File: src/rtl/sonar_scheduler_pkg.sv
// Shared constants for the sonar ping scheduler: state encoding, echo-time width,
// timeout sentinel and the 50 MHz default wait/holdoff budgets.
package sonar_scheduler_pkg;

    localparam logic [2:0] ST_IDLE    = 3'd0;
    localparam logic [2:0] ST_SELECT  = 3'd1;
    localparam logic [2:0] ST_START   = 3'd2;
    localparam logic [2:0] ST_WAIT    = 3'd3;
    localparam logic [2:0] ST_HOLDOFF = 3'd4;

    localparam int TIME_W_DEF = 20;

    // Wide enough for any engine width; truncated to TIME_W where it is used.
    localparam logic [63:0] TIME_SENTINEL = '1;

    // 30 ms echo timeout and 60 ms crosstalk holdoff at a 50 MHz clock.
    localparam int TIMEOUT_CYC_50M = 1_500_000;
    localparam int HOLDOFF_CYC_50M = 3_000_000;

endpackage

File: src/rtl/sonar_scheduler_rr_pick.sv
// Round-robin picker: first set bit of en_mask at or above ptr, wrapping past the
// top index back to zero.
module sonar_scheduler_rr_pick #(
    parameter int N_SENSORS = 4,
    parameter int IDX_W     = 2
) (
    input  logic [N_SENSORS-1:0] en_mask,
    input  logic [IDX_W-1:0]     ptr,
    output logic [IDX_W-1:0]     cur,
    output logic                 found
);

    always_comb begin
        logic [N_SENSORS-1:0] rot;
        int                   pos;
        // NOTE: every variable gets a default before any branch so no latch is inferred.
        rot   = N_SENSORS'({en_mask, en_mask} >> ptr);
        pos   = 0;
        cur   = '0;
        found = 1'b0;
        // rot[k] is sensor (ptr+k) mod N; scanning downward leaves the lowest hit.
        for (int k = N_SENSORS - 1; k >= 0; k--) begin
            if (rot[k]) begin
                found = 1'b1;
                pos   = int'(ptr) + k;
            end
        end
        if (pos >= N_SENSORS) pos = pos - N_SENSORS;
        if (found) cur = IDX_W'(pos);
    end

endmodule

File: src/rtl/sonar_scheduler.sv
// Round-robin ping scheduler sharing one trigger/echo engine between N_SENSORS
// sensors; publishes each echo time (or a timeout) tagged with its sensor index.
module sonar_scheduler
    import sonar_scheduler_pkg::*;
#(
    parameter int N_SENSORS   = 4,
    parameter int IDX_W       = 2,
    parameter int TIME_W      = TIME_W_DEF,
    parameter int CNT_W       = 22,
    parameter int TIMEOUT_CYC = TIMEOUT_CYC_50M,
    parameter int HOLDOFF_CYC = HOLDOFF_CYC_50M
) (
    input  logic                 CLK,
    input  logic                 RESET,
    input  logic                 run,
    input  logic [N_SENSORS-1:0] en_mask,
    output logic [IDX_W-1:0]     meas_sel,
    output logic                 meas_start,
    output logic                 meas_abort,
    input  logic                 meas_done,
    input  logic [TIME_W-1:0]    meas_time,
    output logic                 res_valid,
    output logic [IDX_W-1:0]     res_idx,
    output logic [TIME_W-1:0]    res_time,
    output logic                 res_timeout,
    output logic                 busy
);

    localparam logic [CNT_W-1:0] TIMEOUT_LAST = CNT_W'(TIMEOUT_CYC - 1);
    localparam logic [CNT_W-1:0] HOLDOFF_LAST = CNT_W'(HOLDOFF_CYC - 1);
    localparam logic [IDX_W-1:0] LAST_IDX     = IDX_W'(N_SENSORS - 1);

    logic [2:0]       state;
    logic [IDX_W-1:0] ptr;
    logic [IDX_W-1:0] cur;
    logic [IDX_W-1:0] pick_cur;
    logic             pick_found;
    logic [CNT_W-1:0] cnt;

    sonar_scheduler_rr_pick #(
        .N_SENSORS (N_SENSORS),
        .IDX_W     (IDX_W)
    ) u_pick (
        .en_mask (en_mask),
        .ptr     (ptr),
        .cur     (pick_cur),
        .found   (pick_found)
    );

    // NOTE: the whole block is plain flops (no memories), so every register is reset.
    always_ff @(posedge CLK or negedge RESET) begin
        if (!RESET) begin
            state       <= ST_IDLE;
            ptr         <= '0;
            cur         <= '0;
            cnt         <= '0;
            meas_sel    <= '0;
            meas_start  <= 1'b0;
            meas_abort  <= 1'b0;
            res_valid   <= 1'b0;
            res_idx     <= '0;
            res_time    <= '0;
            res_timeout <= 1'b0;
            busy        <= 1'b0;
        end else begin
            // NOTE: non-blocking assignments keep every flop reading pre-edge values.
            meas_start <= 1'b0;
            meas_abort <= 1'b0;
            res_valid  <= 1'b0;
            case (state)
                ST_IDLE: begin
                    if (run && pick_found) begin
                        cur      <= pick_cur;
                        meas_sel <= pick_cur;
                        busy     <= 1'b1;
                        state    <= ST_SELECT;
                    end
                end
                ST_SELECT: begin
                    meas_start <= 1'b1;
                    cnt        <= '0;
                    state      <= ST_START;
                end
                ST_START: begin
                    cnt   <= '0;
                    state <= ST_WAIT;
                end
                ST_WAIT: begin
                    // A done landing on the terminal count still wins over the timeout.
                    if (meas_done) begin
                        res_time    <= meas_time;
                        res_idx     <= cur;
                        res_timeout <= 1'b0;
                        res_valid   <= 1'b1;
                        cnt         <= '0;
                        state       <= ST_HOLDOFF;
                    end else if (cnt == TIMEOUT_LAST) begin
                        meas_abort  <= 1'b1;
                        res_time    <= TIME_W'(TIME_SENTINEL);
                        res_idx     <= cur;
                        res_timeout <= 1'b1;
                        res_valid   <= 1'b1;
                        cnt         <= '0;
                        state       <= ST_HOLDOFF;
                    end else begin
                        cnt <= cnt + 1'b1;
                    end
                end
                ST_HOLDOFF: begin
                    if (cnt == HOLDOFF_LAST) begin
                        ptr   <= (cur == LAST_IDX) ? '0 : cur + 1'b1;
                        busy  <= 1'b0;
                        state <= ST_IDLE;
                    end else begin
                        cnt <= cnt + 1'b1;
                    end
                end
                default: begin
                    busy  <= 1'b0;
                    state <= ST_IDLE;
                end
            endcase
        end
    end

endmodule
File: config.mk
export PLATFORM = sky130hd
export DESIGN_NAME = sonar_scheduler
export DESIGN_NICKNAME = d
export VERILOG_FILES = /design/src/rtl/sonar_scheduler_pkg.sv /design/src/rtl/sonar_scheduler_rr_pick.sv /design/src/rtl/sonar_scheduler.sv
export SDC_FILE = /design/constraint.sdc
export NUM_CORES = 1
export LEC_CHECK = 0
export CAP_MARGIN = 40
export CORE_MARGIN = 2
export CORE_UTILIZATION = 45
export DETAILED_ROUTE_END_ITERATION = 7
export GPL_TIMING_DRIVEN = 1
export PLACE_DENSITY = 0.72
export SLEW_MARGIN = 10
export SYNTH_ARGS = -nofsm -noshare
export SYNTH_HDL_FRONTEND = slang
export SYNTH_HIERARCHICAL = 1
export SYNTH_SLANG_ARGS = --single-unit
File: constraint.sdc
create_clock -name CLK -period 3.9 [get_ports CLK]
set_input_delay 1.17 -clock CLK [delete_from_list [all_inputs] [get_ports CLK]]
set_output_delay 1.17 -clock CLK [all_outputs]
set_load 0.01 [all_outputs]
==> out/results.tsv <==
stage	metric	value	unit
setup_path	start_kind	input port	
cells_and_area	final_common_cell	dfrtp_1	
cells_and_area	final_cell_mix	dfrtp_1 (56), clkdlybuf4s50_1 (55), nand2_1 (23)	
pwr	sw_frac_of_total	0.353	
global_route	grt_use_total	0.192	
pwr	clkPwrFrac	0.167	
clock_tree	clockBufferDepth	2	
routing	drt_iter0_drc	171	
routing	vias	2210	
routing	wl_per_cell	15.9	µm
sta	layout_setup_ws	1.27	ns
yosys	ys_ff_latch	56	
setup_path	r2r_cells	5	
setup_path	worstReg2RegEnd	cnt[20]	
setup_path	r2r_setup_slack	1.38	ns
outcome	status	complete, no violations	
setup_path	worst-endpoint-arrival	2.88	ns
yosys	synth_nets	290	
placement	io_buffers	56	
pwr	p_leak	1.33	nW
yosys	ys.flop_type	dfrtp_1	
sta	setup_viol	0	
floorplan	start_util	0.466	
pwr	ir_drop	0.000314	V
sta	fmax	380	MHz
pwr	p_int	1.30	mW
flow_run	cap_violations	0	
sta	hold_viol_final	0	
sta	relSlewSlack	0.421	
cells_and_area	diodes	0	
sta	setup_tns	0	ns
placement	place_ws	0.960	ns
sta	fin_worst_skew	0.0124	ns
clock_tree	clk_pin_slew	0.11	ns
cells_and_area	syn2layout_area_growth	24.9	%
sta	post-route-period-util	0.675	
setup_path	r2r-start	state[2]	
global_route	grt_pass1_vias	2038	
clock_tree	cts_setup_buffers	0	
routing	wl	6.15	mm
sta	slew_viol_final	0	
floorplan	die_w	82.3	µm
routing	via_per_inst	5.70	
cells_and_area	layout.nets	342	
sta	grt_setup_unrepaired	no	
setup_path	crit_fanout	18	
clock_tree	cts_buffers	5	
floorplan	dieHeight	82.3	µm
yosys	syn_area	2760	µm²
routing	dr.pass1.iters	4	
clock_tree	cts_hold_buf	0	
global_route	grt_pass1_wl	9.96	mm
floorplan	core	5920	µm²
worst_hold_path	hp-class	register to register	
setup_path	endpoint_kind	register	
pwr	pwr_density_cell	581	nW/µm²
floorplan	row_count	28	
pwr	power_switching	0.707	mW
setup_path	endpoint	cnt[16]	
setup_path	crit_start	meas_done	
clock_tree	cts.htree.levels	2	
floorplan	io_pins	57	
yosys	ys_seq_area_frac	0.508	
pwr	power_frac_seq	0.423	
yosys	ys_warn_count	6	
yosys	synth_area_per_cell	10.6	µm²
yosys	synth-edff-count	0	
sta	min_period	2.63	ns
clock_tree	clkLatencyLatePin	0.31	ns
pwr	combPwrFrac	0.410	
setup_path	cp.required	4.15	ns
yosys	ys_async_sr_fraction	1.00	
global_route	grt_start_max_net_pins	34	
global_route	grt_remaining_overflow	0	
clock_tree	ctsResizeCount	0	
placement	gp_congestion	0.829	
worst_hold_path	holdPathStages	1	
floorplan	dieArea	6780	µm²
setup_path	critPathKind	input port to register	
global_route	antenna_found_initial	0	
routing	ant_nets	0	
cells_and_area	drive_gt1_frac	0.0735	
clock_tree	clockRootBuffer	clkbuf_8	
sta	tightest_slew	0.863	ns
placement	dpl.hpwl	4.38	mm
clock_tree	cts_tree	built	
yosys	synth_cell_types	52	
yosys	syn-instance-count	260	
clock_tree	clock-sinks	56	
routing	drc_errors	0	
==> metrics by stage <==
step | hold slack [ns] | cells | power [mW] | utilization | area [µm²]
5_1_grt | 0.518 | 388 | 2.13 | 0.582 | 3450
3_3_place_gp | 0.461 | 380 | 1.66 | 0.566 | 3350
6_report | 0.498 | 388 | 2.00 | 0.582 | 3450
3_5_place_dp | 0.480 | 380 | 1.69 | 0.566 | 3350
4_1_cts | 0.508 | 388 | 2.02 | 0.582 | 3450
2_1_floorplan | 0.489 | 260 | 1.31 | - | 2760
==> layout make-up <==
| class | instances | area [µm²] |
|---|---|---|
| Sequential cell | 56 | 1400 |
| Inverter | 4 | 15.0 |
| Clock inverter | 3 | 27.5 |
| Timing Repair Buffer | 58 | 571 |
| Clock buffer | 5 | 68.8 |
| Tap cell | 75 | 93.8 |
| Multi-Input combinational cell | 187 | 1270 |
| Fill cell | 503 | 2470 |
==> sequential cells by signal (all words and copies together) (netlist names) <==
signal	flops
res_valid	1
meas_start	1
res_timeout	1
state	3
cnt	22
res_time	20
cur	2
busy	1
meas_abort	1
ptr	2
res_idx	2
==> how the worst min path moves through the flow <==
stage / from / slack [ns] / end
5_1_grt: res_idx[1] / 0.52 / res_idx[1]
3_5_place_dp: res_idx[0] / 0.48 / res_idx[0]
3_3_place_gp: res_timeout / 0.46 / res_timeout
2_1_floorplan: cnt[1] / 0.49 / cnt[1]
6_report: res_timeout / 0.50 / res_timeout
4_1_cts: res_idx[1] / 0.51 / res_idx[1]
==> critical path, stage by stage <==
cell and delay, ns:
clkdlybuf4s50_1 0.51, o21a_1 0.24, a31o_2 0.34, or4_1 0.52
o21ai_1 0.08
==> kinds of logic after synthesis <==
logic type	count (synthesis)	share of synthesized area
buffers and inverters	17	0.0317
xor gates and xnor gates	6	0.0190
DFF	56	0.508
AOI/OAI and AO/OA	75	0.193
adders and majority gates	2	0.00906
muxes	8	0.0317
and+or+nand+nor	96	0.208
==> power groups by stage <==
stage / logic [mW] / registers (mW) / clock network (mW)
global route: 0.896 / 0.870 / 0.368
detailed placement: 0.829 / 0.862 / 0
finish: 0.822 / 0.848 / 0.334
CTS: 0.831 / 0.849 / 0.342
global placement: 0.811 / 0.853 / 0
floorplan: 0.419 / 0.889 / 0
==> cell usage after synthesis, types with 2 or more instances <==
cell type | count | area (µm²)
o21ai_0 | 6 | 30.0
a21oi_1 | 15 | 75.1
nor3b_1 | 3 | 22.5
xor2_1 | 3 | 26.3
inv_1 | 4 | 15.0
nand4bb_1 | 3 | 33.8
o31ai_1 | 6 | 45.0
o21bai_1 | 2 | 15.0
o211ai_1 | 5 | 37.5
or4_1 | 9 | 67.6
nand2_1 | 23 | 86.3
o21ai_1 | 7 | 35.0
mux2i_1 | 2 | 20.0
mux2_2 | 4 | 45.0
nand3_1 | 10 | 50.1
a21oi_2 | 2 | 17.5
buf_6 | 2 | 22.5
o22a_1 | 20 | 175
ha_1 | 2 | 25.0
xnor2_1 | 3 | 26.3
buf_2 | 7 | 35.0
nor2_1 | 19 | 71.3
dfrtp_1 | 56 | 1400
nand3b_1 | 2 | 15.0
or3_1 | 6 | 37.5
nand4_1 | 4 | 25.0
clkbuf_1 | 4 | 15.0
and3_1 | 5 | 31.3
nand4b_1 | 2 | 17.5
mux2_1 | 2 | 22.5
==> layer usage <==
| metal | GRT usage | vias up | wire [µm] |
|---|---|---|---|
| met3 | 0.0402 | 4 | 342 |
| met4 | 0.0433 | 0 | 48 |
| met2 | 0.314 | 58 | 2840 |
| met5 | 0 | - | 0 |
| met1 | 0.263 | 1064 | 2920 |
| li1 | - | 1084 | - |
(Power assumes the default switching activity.)
==> patch 1 (same settings) <==
Set the package constant `TIME_W_DEF` to 18 (it was 20).
--- a/src/rtl/sonar_scheduler_pkg.sv
+++ b/src/rtl/sonar_scheduler_pkg.sv
@@ -8,7 +8,7 @@
     localparam logic [2:0] ST_WAIT    = 3'd3;
     localparam logic [2:0] ST_HOLDOFF = 3'd4;
 
-    localparam int TIME_W_DEF = 20;
+    localparam int TIME_W_DEF = 18;
 
     // Wide enough for any engine width; truncated to TIME_W where it is used.
     localparam logic [63:0] TIME_SENTINEL = '1;
Interface: changed (resized meas_time and res_time); port bits go from 57 to 53. No check against the original RTL was run, so the function may have changed too.
==> patch 1 against the unedited design <==
First-iteration DRC count down 41%. Utilization rose by 0.90 points. Total power down 1.9%. Design area is 5.0% lower. Count of clock-buffer cells in the layout increased by 1. Sequential share of layout area up 0.60 points. Area after synthesis decreased by 6.0%. Sequential cell count down 2. Wire length is 11% lower. Worst setup slack worse by 0.063 ns. Critical path type unchanged. Largest cell class unchanged.
==> patch 1: results (changes against the unedited design) <==
| Metric | Value |
|---|---|
| M1 GR Usage | `24.5% (was 26.3%)` |
| Comb_multi_in | `174 (was 187)` |
| Total GRT Usage | `18.6% (was 19.2%)` |
| CP peak stage delay | `0.59 ns (was 0.52 ns)` |
| FF-to-FF Start | `cnt[0] (was state[2])` |
| Top post-synthesis cells by area | `dfrtp_1 52%, o22a_1 6.1%, xor2_1 4.4% (was dfrtp_1 51%, o22a_1 6.3%, nand2_1 3.1%)` |
| Power density over the cells | `600 nW/um^2 (was 581 nW/um^2)` |
| Vias in the first global route | `2016 (was 2038)` |
| Slew @ Worst Pin | `0.768 ns (was 0.863 ns)` |
| CP max FO | `20 (was 18)` |
| Hold Path Origin | `res_idx[0] (was res_timeout)` |
| Worst IR Drop VDD | `0.000448 V (was 0.000314 V)` |
| Filler Cells Inserted | `495 (was 503)` |
| Share of layout cells above drive strength 1 | `8.11% (was 7.35%)` |
| Outcome | `finished clean (unchanged)` |
| Adder-cell area share of the yosys netlist | `0.964% (was 0.907%)` |
| Non-clock buffer share of cell area | `16.4% (was 16.5%)` |
| Largest net degree at the start of global routing | `36 (was 34)` |
| WL final | `5.49 mm (was 6.15 mm)` |
| Multi-input combinational area share | `35.7% (was 36.9%)` |
| Syn Nets | `270 (was 290)` |
| Final Skew | `0.00382 ns (was 0.0124 ns)` |
| Seq_cells | `54 (was 56)` |
| Non-CTS inverters | `5 (was 4)` |
| DP Wirelength | `3.99 mm (was 4.38 mm)` |
| Post-DP Area | `3170 sq um (was 3350 sq um)` |
| GR Util met2 | `29.1% (was 31.4%)` |
| Non-clock buffers | `55 (was 58)` |
| Nets@finish | `323 (was 342)` |
| Met3 Wirelength | `397 microns (was 342 microns)` |
| Switch share | `33.7% (was 35.3%)` |
| Drt wl/cell | `14.9 microns (was 15.9 microns)` |
| Footprint of the multi-input gates | `1170 sq um (was 1270 sq um)` |
| Pre-CTS setup slack | `0.886 ns (was 0.960 ns)` |
| First-pass GRT wire length | `9.34 mm (was 9.96 mm)` |
## patch 1: cell count changes in the layout (fill, tap and decap cells not counted), sizes merged, moves of 4 or more
| cell | delta |
|---|---|
| clkdlybuf4s50 | -4 |
| a21oi | -6 |
| nand2 | -10 |
| nor3 | +9 |
| nor2 | +5 |
| xor2 | +10 |
| o31ai | -4 |
| or4 | -5 |
## patch 1: path summary, 6_finish.rpt
check | to | slack, ns | cells after the start
min in group asynchronous | cnt[6] | 0.93 | 1
setup reg to reg | res_idx[0] | 1.36 | 7
max in group asynchronous | cnt[14] | 2.23 | 2
setup / recovery | cnt[19] | 1.20 | 4
hold / removal | res_idx[0] | 0.51 | 1
hold reg to reg | res_idx[0] | 0.51 | 1
## patch 1: cell families after synthesis
family | after synthesis
AND/OR/NAND/NOR | 93
AO/OA/AOI/OAI | 59
flip-flops | 54
XOR/XNOR | 14
buffers and inverters | 14
multiplexers | 6
adder cells (fa/ha/maj) | 2
==> patch 2 (same flow settings) <==
Without the edit above. Register the output `meas_abort` once more, with the module's reset; this adds one clock of latency there. The other outputs are not delayed to match.
--- a/src/rtl/sonar_scheduler.sv
+++ b/src/rtl/sonar_scheduler.sv
@@ -30,6 +30,8 @@
     localparam logic [CNT_W-1:0] HOLDOFF_LAST = CNT_W'(HOLDOFF_CYC - 1);
     localparam logic [IDX_W-1:0] LAST_IDX     = IDX_W'(N_SENSORS - 1);
 
+    logic meas_abort_s0;
+
     logic [2:0]       state;
     logic [IDX_W-1:0] ptr;
     logic [IDX_W-1:0] cur;
@@ -56,7 +58,7 @@
             cnt         <= '0;
             meas_sel    <= '0;
             meas_start  <= 1'b0;
-            meas_abort  <= 1'b0;
+            meas_abort_s0 <= 1'b0;
             res_valid   <= 1'b0;
             res_idx     <= '0;
             res_time    <= '0;
@@ -65,7 +67,7 @@
         end else begin
             // NOTE: non-blocking assignments keep every flop reading pre-edge values.
             meas_start <= 1'b0;
-            meas_abort <= 1'b0;
+            meas_abort_s0 <= 1'b0;
             res_valid  <= 1'b0;
             case (state)
                 ST_IDLE: begin
@@ -95,7 +97,7 @@
                         cnt         <= '0;
                         state       <= ST_HOLDOFF;
                     end else if (cnt == TIMEOUT_LAST) begin
-                        meas_abort  <= 1'b1;
+                        meas_abort_s0 <= 1'b1;
                         res_time    <= TIME_W'(TIME_SENTINEL);
                         res_idx     <= cur;
                         res_timeout <= 1'b1;
@@ -123,4 +125,12 @@
         end
     end
 
+    always_ff @(posedge CLK or negedge RESET) begin
+        if (!RESET) begin
+            meas_abort <= '0;
+        end else begin
+            meas_abort <= meas_abort_s0;
+        end
+    end
+
 endmodule
Behaviour: same outputs for any inputs over 10 cycles, from zero or initial values and one cycle with RESET low; that may be too few to reach the edited logic, so the function may still have changed.
==> patch 2 against the unedited design <==
Worst setup slack better by 0.0041 ns. Clock skew is 0.00090 ns lower. Wire length up 2.5%. Clock power grew 58%. Design area increased by 3.2%. Register-to-register slack better by 0.02 ns. Area after synthesis rose by 0.91%. Sequential cell count increased by 1. Worst hold slack got worse by 0.15 ns. First-iteration DRC count fell by 29%. Via count up 3.6%. Final cell count is 1.8% higher. Total power rose by 9.5%. Critical path type unchanged. Critical endpoint unchanged. Highest routed layer unchanged.
==> patch 2: results (changes against the unedited design) <==
| Metric | Value |
|---|---|
| Outcome | `finished clean (unchanged)` |
| Post-synth EDFFs | `0 (unchanged)` |
| Depth of the CTS H-tree | `3 (was 2)` |
| Leakage Power | `1.39 nW (was 1.33 nW)` |
| Via count | `2290 (was 2210)` |
| Clock transition at path regs | `0.07 ns (was 0.11 ns)` |
| Number of port buffers | `56 (unchanged)` |
| Worst IR Drop VDD | `0.000357 V (was 0.000314 V)` |
| Share of layout cells above drive strength 1 | `9.06% (was 7.35%)` |
| Syn Nets | `291 (was 290)` |
| CTS Buffer Depth | `2 (unchanged)` |
| Sequential fraction of the synthesis area | `51.2% (was 50.8%)` |
| Largest net degree at the start of global routing | `32 (was 34)` |
| Yosys Warn Count | `6 (unchanged)` |
| Later-pin clock latency in the skew report | `0.34 ns (was 0.31 ns)` |
| First-pass GRT wire length | `10.4 mm (was 9.96 mm)` |
| Post-cts resize count | `0 (unchanged)` |
| Initial antenna violation count | `0 (unchanged)` |
| # diodes | `0 (unchanged)` |
| DRT Pass-1 Iters | `6 (was 4)` |
| Top Registers | `cnt x22, res_time x20, state x3 (unchanged)` |
| Commonest cells in the netlist | `57 x dfrtp_1, 23 x nand2_1, 20 x o22a_1 (was 56 x dfrtp_1, 23 x nand2_1, 20 x o22a_1)` |
| Initial drt markers | `122 (was 171)` |
| Nets@finish | `347 (was 342)` |
| Vias in the first global route | `2216 (was 2038)` |
| Crit path DAT | `2.90 ns (was 2.88 ns)` |
| Final Skew | `0.0115 ns (was 0.0124 ns)` |
| DP Wirelength | `4.41 mm (was 4.38 mm)` |
| RD Place Congestion | `0.838 (was 0.829)` |
| Setup Buffers After CTS | `0 (unchanged)` |
| Relative slew slack | `46.0% (was 42.1%)` |
| Filler Cells Inserted | `503 (unchanged)` |
| Count of cell types in the netlist | `52 (unchanged)` |
| Cts bufs inserted | `9 (was 5)` |
| Top post-synthesis cells by area | `dfrtp_1 51%, o22a_1 6.3%, nand2_1 3.1% (unchanged)` |
| WL final | `6.31 mm (was 6.15 mm)` |
| Total GRT Usage | `20.4% (was 19.2%)` |
| Clock root buffer | `clkbuf_8 (unchanged)` |
| Ys flop type | `dfrtp_1 (unchanged)` |
| Async set-reset flop share out of synthesis | `100% (unchanged)` |
| CP max FO | `18 (unchanged)` |
| HP Class | `reg -> reg (unchanged)` |
==> patch 2: cell count changes after synthesis <==
cell and change:
dfrtp_1 +1
==> patch 2: through the flow <==
stage	hold slack [ns]	std cells	area, sq um	utilization [%]	setup WS [ns]
2_1_floorplan	0.331	261	2790	-	1.58
3_3_place_gp	0.333	381	3380	56.7	0.969
3_5_place_dp	0.336	381	3380	56.7	0.918
4_1_cts	0.349	395	3560	59.8	1.27
5_1_grt	0.352	395	3560	59.8	1.15
6_report	0.348	395	3560	59.8	1.27
==> patch 2: cell families after synthesis <==
logic type,synth area share (%)
AOI/OAI and AO/OA,19.1
xor gates and xnor gates,1.89
adders and majority gates,0.898
buffers and inverters,3.14
DFF,51.2
muxes,3.14
and+or+nand+nor,20.6
==> patch 2: per-layer routing <==
layer | GRT usage [%] | up-vias | wire, microns
met1 | 26.5 | 1111 | 2970
li1 | - | 1102 | -
met4 | 9.84 | 0 | 93
met3 | 6.09 | 11 | 470
met2 | 31.4 | 66 | 2780
met5 | 0 | - | 0
==> patch 2: path summary, 6_finish.rpt <==
path	startpoint	to	slack, ns	cells after the start
max	meas_done	cnt[16]	1.27	5
min	meas_abort_s0	meas_abort	0.35	0
max reg2reg	cnt[5]	res_idx[1]	1.40	6
min reg2reg	meas_abort_s0	meas_abort	0.35	0
max in group asynchronous	RESET	ptr[0]	2.23	2
min in group asynchronous	RESET	cnt[17]	0.84	1
==> patch 2: final cells by class <==
class | count | share of cell area, %
repair buffers | 58 | 16.0
clock inverters | 4 | 1.27
multi-input cells | 187 | 35.7
flip-flops and latches | 57 | 40.1
inverters | 4 | 0.422
clock buffers | 10 | 3.87
well taps | 75 | 2.64
==> patch 2: critical path: stages <==
cell,delay (ns)
clkdlybuf4s50_1,0.52
o21a_1,0.24
a31o_2,0.34
or4_1,0.52
o21ai_1,0.09
==> patch 2: power breakdown <==
| group | internal (mW) | switching (mW) | leakage [nW] |
|---|---|---|---|
| Combinational | 0.433 | 0.380 | 0.569 |
| Sequential | 0.745 | 0.112 | 0.724 |
| Clock | 0.301 | 0.225 | 0.0978 |
